==> src/rtl/mult_sel_pipe_pkg.sv <==
// Select-field encodings and saturation bounds shared by the mult_sel_pipe block.
package mult_sel_pipe_pkg;

    localparam logic [1:0] SEL_A = 2'b00;
    localparam logic [1:0] SEL_B = 2'b01;
    localparam logic [1:0] SEL_C = 2'b10;
    localparam logic [1:0] SEL_D = 2'b11;

    localparam int SEL_X_LSB = 0;
    localparam int SEL_X_MSB = 1;
    localparam int SEL_Y_LSB = 2;
    localparam int SEL_Y_MSB = 3;

    // Bounds of a signed (2w-1)-bit result; valid for w <= 32.
    function automatic longint sat_max(input int w);
        return (64'sd1 <<< (2 * w - 2)) - 64'sd1;
    endfunction

    function automatic longint sat_min(input int w);
        return -(64'sd1 <<< (2 * w - 2));
    endfunction

endpackage

==> src/rtl/mult_sel_pipe_stage.sv <==
// One valid/ready register slice; loads when empty or when its contents move on.
module mult_sel_pipe_stage
    import mult_sel_pipe_pkg::*;
#(
    parameter int DW       = 8,
    parameter bit RST_DATA = 1'b0
) (
    input  logic          clk,
    input  logic          rst,
    input  logic          vld_i,
    output logic          rdy_o,
    input  logic [DW-1:0] dat_i,
    output logic          vld_o,
    input  logic          rdy_i,
    output logic [DW-1:0] dat_o
);

    logic          vld_q;
    logic [DW-1:0] dat_q;

    assign rdy_o = !vld_q || rdy_i;
    assign vld_o = vld_q;
    assign dat_o = dat_q;

    always_ff @(posedge clk) begin
        if (rst) begin
            vld_q <= 1'b0;
        end else if (rdy_o) begin
            vld_q <= vld_i;
        end
    end

    always_ff @(posedge clk) begin
        if (rst && RST_DATA) begin
            dat_q <= '0;
        end else if (rdy_o && vld_i) begin
            dat_q <= dat_i;
        end
    end

endmodule

==> src/rtl/mult_sel_pipe.sv <==
// Pipelined operand-select multiplier with saturated (2W-1)-bit result and valid/ready flow.
// Optional accumulate path enabled by defining MULT_SEL_PIPE_ACC_EN.
module mult_sel_pipe
    import mult_sel_pipe_pkg::*;
#(
    parameter int W   = 16,
    parameter int LAT = 3
) (
    input  logic                  clk,
    input  logic                  rst,
    input  logic                  in_valid,
    output logic                  in_ready,
    input  logic signed [W-1:0]   a,
    input  logic signed [W-1:0]   b,
    input  logic signed [W-1:0]   c,
    input  logic signed [W-1:0]   d,
    input  logic        [3:0]     sel,
`ifdef MULT_SEL_PIPE_ACC_EN
    input  logic                  in_acc,
`endif
    output logic                  out_valid,
    input  logic                  out_ready,
    output logic signed [2*W-2:0] y,
    output logic                  y_sat
);

    localparam int PW = 2 * W;
    localparam int RW = 2 * W - 1;
    localparam int CW = PW + 1;
    localparam int NC = (LAT > 1) ? LAT - 1 : 1;
    localparam logic signed [RW-1:0] Y_MAX = RW'(sat_max(W));
    localparam logic signed [RW-1:0] Y_MIN = RW'(sat_min(W));

    function automatic logic signed [W-1:0] pick(input logic [1:0] code,
        input logic signed [W-1:0] oa, input logic signed [W-1:0] ob,
        input logic signed [W-1:0] oc, input logic signed [W-1:0] od);
        logic signed [W-1:0] r;
        r = od;
        case (code)
            SEL_A: r = oa;
            SEL_B: r = ob;
            SEL_C: r = oc;
            SEL_D: r = od;
        endcase
        return r;
    endfunction

    // Returns {saturated, value}; a 2W-bit value overflows when its top two bits differ.
    function automatic logic [RW:0] clamp(input logic [PW-1:0] v);
        logic [RW:0] r;
        r = {1'b0, v[RW-1:0]};
        if (v[PW-1] != v[PW-2]) r = {1'b1, v[PW-1] ? Y_MIN : Y_MAX};
        return r;
    endfunction

    function automatic logic [RW:0] finalize(input logic [PW-1:0] p, input logic use_acc,
        input logic [RW-1:0] acc);
        logic [RW:0] pc, sc;
        pc = clamp(p);
        sc = clamp({pc[RW-1], pc[RW-1:0]} + {acc[RW-1], acc});
        return use_acc ? {pc[RW] | sc[RW], sc[RW-1:0]} : pc;
    endfunction

    logic                    acc_in;
    logic [RW-1:0]           acc_val;
    logic signed [W-1:0]     opx_sel, opy_sel;
    logic [NC-1:0]           chain_vld, chain_rdy;
    logic [NC-1:0][CW-1:0]   chain_dat;
    logic [PW-1:0]           fin_d, fin_q;

    assign opx_sel = pick(sel[SEL_X_MSB:SEL_X_LSB], a, b, c, d);
    assign opy_sel = pick(sel[SEL_Y_MSB:SEL_Y_LSB], a, b, c, d);

    // Stage 1: selected operands (or, for a single-stage build, the product feeds the output stage)
    if (LAT == 1) begin : g_front_comb
        logic signed [PW-1:0] prod;
        assign prod         = PW'(opx_sel) * PW'(opy_sel);
        assign chain_vld[0] = in_valid;
        assign chain_dat[0] = {acc_in, prod};
        assign in_ready     = chain_rdy[0];
    end else begin : g_front_reg
        logic signed [W-1:0]  opx_p1_q, opy_p1_q;
        logic                 acc_p1_q, vld_p1_q;
        logic signed [PW-1:0] prod_p1;

        assign in_ready = !vld_p1_q || chain_rdy[0];

        always_ff @(posedge clk) begin
            if (rst) begin
                vld_p1_q <= 1'b0;
            end else if (in_ready) begin
                vld_p1_q <= in_valid;
            end
        end

        always_ff @(posedge clk) begin
            if (in_valid && in_ready) begin
                opx_p1_q <= opx_sel;
                opy_p1_q <= opy_sel;
                acc_p1_q <= acc_in;
            end
        end

        assign prod_p1      = PW'(opx_p1_q) * PW'(opy_p1_q);
        assign chain_vld[0] = vld_p1_q;
        assign chain_dat[0] = {acc_p1_q, prod_p1};
    end

    // Stages 2..LAT-1: carry the full product and its accumulate flag
    for (genvar k = 1; k < NC; k++) begin : g_mid
        mult_sel_pipe_stage #(.DW(CW), .RST_DATA(1'b0)) u_stage (
            .clk   (clk),
            .rst   (rst),
            .vld_i (chain_vld[k-1]),
            .rdy_o (chain_rdy[k-1]),
            .dat_i (chain_dat[k-1]),
            .vld_o (chain_vld[k]),
            .rdy_i (chain_rdy[k]),
            .dat_o (chain_dat[k])
        );
    end

    // Final stage: saturate (and optionally accumulate) as the result is loaded
    assign fin_d = finalize(chain_dat[NC-1][PW-1:0], chain_dat[NC-1][PW], acc_val);

    mult_sel_pipe_stage #(.DW(PW), .RST_DATA(1'b1)) u_out (
        .clk   (clk),
        .rst   (rst),
        .vld_i (chain_vld[NC-1]),
        .rdy_o (chain_rdy[NC-1]),
        .dat_i (fin_d),
        .vld_o (out_valid),
        .rdy_i (out_ready),
        .dat_o (fin_q)
    );

    assign {y_sat, y} = fin_q;

`ifdef MULT_SEL_PIPE_ACC_EN
    logic [RW-1:0] acc_q;

    always_ff @(posedge clk) begin
        if (rst) begin
            acc_q <= '0;
        end else if (chain_vld[NC-1] && chain_rdy[NC-1]) begin
            acc_q <= fin_d[RW-1:0];
        end
    end

    assign acc_in  = in_acc;
    assign acc_val = acc_q;
`else
    assign acc_in  = 1'b0;
    assign acc_val = '0;
`endif

endmodule

==> config.mk <==
export PLATFORM = sky130hd
export DESIGN_NAME = mult_sel_pipe
export DESIGN_NICKNAME = d
export VERILOG_FILES = /design/src/rtl/mult_sel_pipe_pkg.sv /design/src/rtl/mult_sel_pipe_stage.sv /design/src/rtl/mult_sel_pipe.sv
export SDC_FILE = /design/constraint.sdc
export NUM_CORES = 1
export LEC_CHECK = 0
export CORE_AREA = 3 3 207 209
export CTS_CLUSTER_DIAMETER = 40
export DETAILED_ROUTE_END_ITERATION = 12
export DIE_AREA = 0 0 210 212
export GPL_TIMING_DRIVEN = 0
export PLACE_DENSITY = 0.55
export SYNTH_ARGS = -nofsm -noshare
export SYNTH_HDL_FRONTEND = slang
export SYNTH_SLANG_ARGS = --single-unit
==> constraint.sdc <==
create_clock -name clk -period 6.28 [get_ports clk]
set_clock_uncertainty 0.15 [all_clocks]
set_input_delay 1.256 -clock clk [delete_from_list [all_inputs] [get_ports clk]]
set_output_delay 1.256 -clock clk [all_outputs]
set_load 0.05 [all_outputs]
==> results.sh <==
export IMPL_outcome="complete, no violations"
export IMPL_cap_violations=0
export IMPL_grt_pass1_vias=10700
export IMPL_cp_cell_sequence="buf_8, nand2_4, inv_2, fa_2, fa_1, fa_1, fa_1, fa_1, inv_1, fa_1, inv_2, ha_4, buf_6, nand4_1, or3_4, o22ai_4, o21ai_4, a31oi_4, mux2i_1, nand4_1"
export IMPL_grt_pass1_wl_um=58600
export IMPL_wl_per_cell_um=17.4
export IMPL_numCtsBuffers=9
export IMPL_dr_pass1_iters=4
export IMPL_synthesis_nets=1768
export IMPL_coreArea_mm2=0.0410
export IMPL_wl_um=36100
export IMPL_cts_clk_slew_worst_paths_ns=0.08
export IMPL_drive_above_1_share=0.145
export IMPL_fin_crit_sh=0.991
export IMPL_drv_slew=0
export IMPL_cts_max_level=3
export IMPL_yosysMostFrequentCell="inv_1"
export IMPL_cts_sinks=99
export IMPL_rsz0062_at_grt="yes"
export IMPL_num_vias=9874
export IMPL_antenna_found_initial=0
export IMPL_min_path_type="flop to flop"
export IMPL_grt_max_degree=31
export IMPL_max_freq_mhz=161
export IMPL_hold_viol_final=0
export IMPL_n_fill_cell=4025
export IMPL_synth_edf_count=64
export IMPL_ys_types=52
export IMPL_cts_hold_buf=0
export IMPL_timing_critical_path_mode_cell="fa_1"
export IMPL_cp_slowest_cell="fa_2"
export IMPL_synth_async_reset_ratio=0
export IMPL_crit_type="flop to flop"
export IMPL_netlist_area_leader_share=0.377
export IMPL_syn_area_mm2=0.0139
export IMPL_rows=74
export IMPL_finalSetupTns_ns=0
export IMPL_ys_flop_type="edfxtp_1"
export IMPL_max_stage_delay_ns=0.65
export IMPL_grt_usage=0.169
export IMPL_place_gp_congestion=0.920
export IMPL_clk_path_buf_depth=2
export IMPL_path_max_fanout=6
export IMPL_yosys_area_top_type="fa_1"
export IMPL_critPathArrivalTime_ns=6.14
export IMPL_ant_nets=0
export IMPL_yosysSeqAreaShare=0.189
export IMPL_post_synth_most_frequent_cells="293 x inv_1, 262 x fa_1, 129 x nand2_1"
export IMPL_yosys_warnings=0
export IMPL_max_slew_margin=0.559
export IMPL_die_width_um=210
export IMPL_finalNetCount=1952
export IMPL_setup_viol=0
export IMPL_synthTopCellsByArea="fa_1 38%, edfxtp_1 14%, inv_1 7.9%"
export IMPL_end_kind="flop"
export IMPL_grt_ovfl_total=0
export IMPL_antenna_cells=0
export IMPL_insertion_delay_ns=0.37
export IMPL_cts_tree="yes"
export IMPL_vias_per_cell=4.77
export IMPL_initial_utilization=0.339
export IMPL_floorplan_die_area_mm2=0.0445
export IMPL_dr_first_iter_drc_count=451
export IMPL_area_growth_pct=21.8
export IMPL_port_buffers=100
export IMPL_synth_seq_cells=99
export IMPL_synth_avg_cell_area_um2=10.3
export IMPL_critPathLaunchType="flop"
export IMPL_cts_root_buffer="clkbuf_16"
export IMPL_drc=0
export IMPL_period_needed_ns=6.22
export IMPL_tightest_slew_ns=0.660
export IMPL_post_dp_hpwl_um=29300
export IMPL_netlist_instances=1350
export IMPL_crit_required_ns=6.19
export IMPL_ios=106
export IMPL_die_y_um=212
==> area by class of cell <==
type / count / area (um^2) / share of cell area
multi-input combinational: 899 / 10300 / 0.607
sequential: 99 / 2620 / 0.155
timing repair buffer: 174 / 1620 / 0.0954
inverter: 293 / 1100 / 0.0649
tap: 532 / 666 / 0.0393
buffer: 58 / 349 / 0.0206
clock buffer: 9 / 225 / 0.0133
clock inverter: 7 / 86.3 / 0.00509
==> per-layer routing <==
| layer | part of all wire | track usage | wire, um |
|---|---|---|---|
| met1 | 0.46 | 0.237 | 16800 |
| met2 | 0.45 | 0.275 | 16400 |
| met3 | 0.064 | 0.0305 | 2310 |
| met4 | 0.017 | 0.0363 | 619 |
| met5 | 0 | 0 | 0 |
==> critical path, delay by kind of cell, from the launching register on <==
family | cells | cell delay, ns
and+or+nand+nor | 4 | 0.81
muxes | 1 | 0.21
buffers and inverters | 5 | 0.42
AOI/OAI and AO/OA | 3 | 0.43
DFF | 1 | 0.49
adders and majority gates | 7 | 3.41
==> path summary, 6_finish.rpt <==
path                            depth (start not counted)                                from                                    to  slack, ns
worst max-delay path                                   20  g_front_reg.opx_p1_q[15]$_DFFE_PP_  g_mid[1].u_stage.dat_o[31]$_DFFE_PP_       0.06
worst min-delay path                                    2        u_out.dat_o[16]$_SDFFE_PP0P_          u_out.dat_o[16]$_SDFFE_PP0P_       0.35
worst max register to register                         20  g_front_reg.opx_p1_q[15]$_DFFE_PP_  g_mid[1].u_stage.dat_o[31]$_DFFE_PP_       0.06
worst min register to register                          2        u_out.dat_o[16]$_SDFFE_PP0P_          u_out.dat_o[16]$_SDFFE_PP0P_       0.35
==> registers in the layout, summed over array words and instances, names as in the netlist <==
register and count:
u_out.dat_o 32, g_mid.u_stage.vld_o 1, g_front_reg.opx_p1_q 16, u_out.vld_o 1
g_front_reg.opy_p1_q 16, g_mid.u_stage.dat_o 32, g_front_reg.vld_p1_q 1
==> what timing repair did <==
item,CTS,global route
endpoints found under the setup margin,13,8
setup buffers,49,24
hold endpoints to repair,0,0
gates resized for setup,82,57
cloned,0,0
pin swaps,14,43
==> stage by stage <==
step                cell area (um^2)  setup WS (ns)  instances   util  hold WS [ns]
finish                         16900         0.0557       2071  0.413         0.352
global route                   16900        -0.0833       2071  0.413         0.378
CTS                            16600        -0.0127       2048  0.405         0.354
detailed placement             15700         -0.824       1984  0.382         0.341
global placement               15600         -0.806       1982  0.380         0.344
floorplan                      13900          0.130       1350      -         0.326
==> cells by family (layout without fill, tap and decap cells) <==
group                    Yosys count  after routing  synth area share
AO/OA/AOI/OAI                    132            132            0.0648
XOR/XNOR                          36             36            0.0227
adder cells (fa/ha/maj)          346            346             0.453
buffers and inverters            352            541            0.0952
flip-flops                        99             99             0.189
multiplexers                      33             33            0.0525
AND/OR/NAND/NOR                  352            352             0.124
==> layout by cell type, fill, tap and decap left out, types with 9 or more instances in the layout <==
cell type	n
ha_1	70
and2_1	123
xnor2_1	25
a21o_1	10
clkbuf_4	11
edfxtp_1	64
a21oi_1	43
clkbuf_16	9
clkdlybuf4s50_1	100
mux4_2	32
dfxtp_1	35
nor2_1	59
ha_4	12
fa_1	254
a211oi_1	34
inv_1	286
nand2_1	124
buf_4	76
clkbuf_1	22
Power is left out: the tool's default activity adds up to more than one toggle a clock period on the data nets, which glitch-free logic cannot reach.
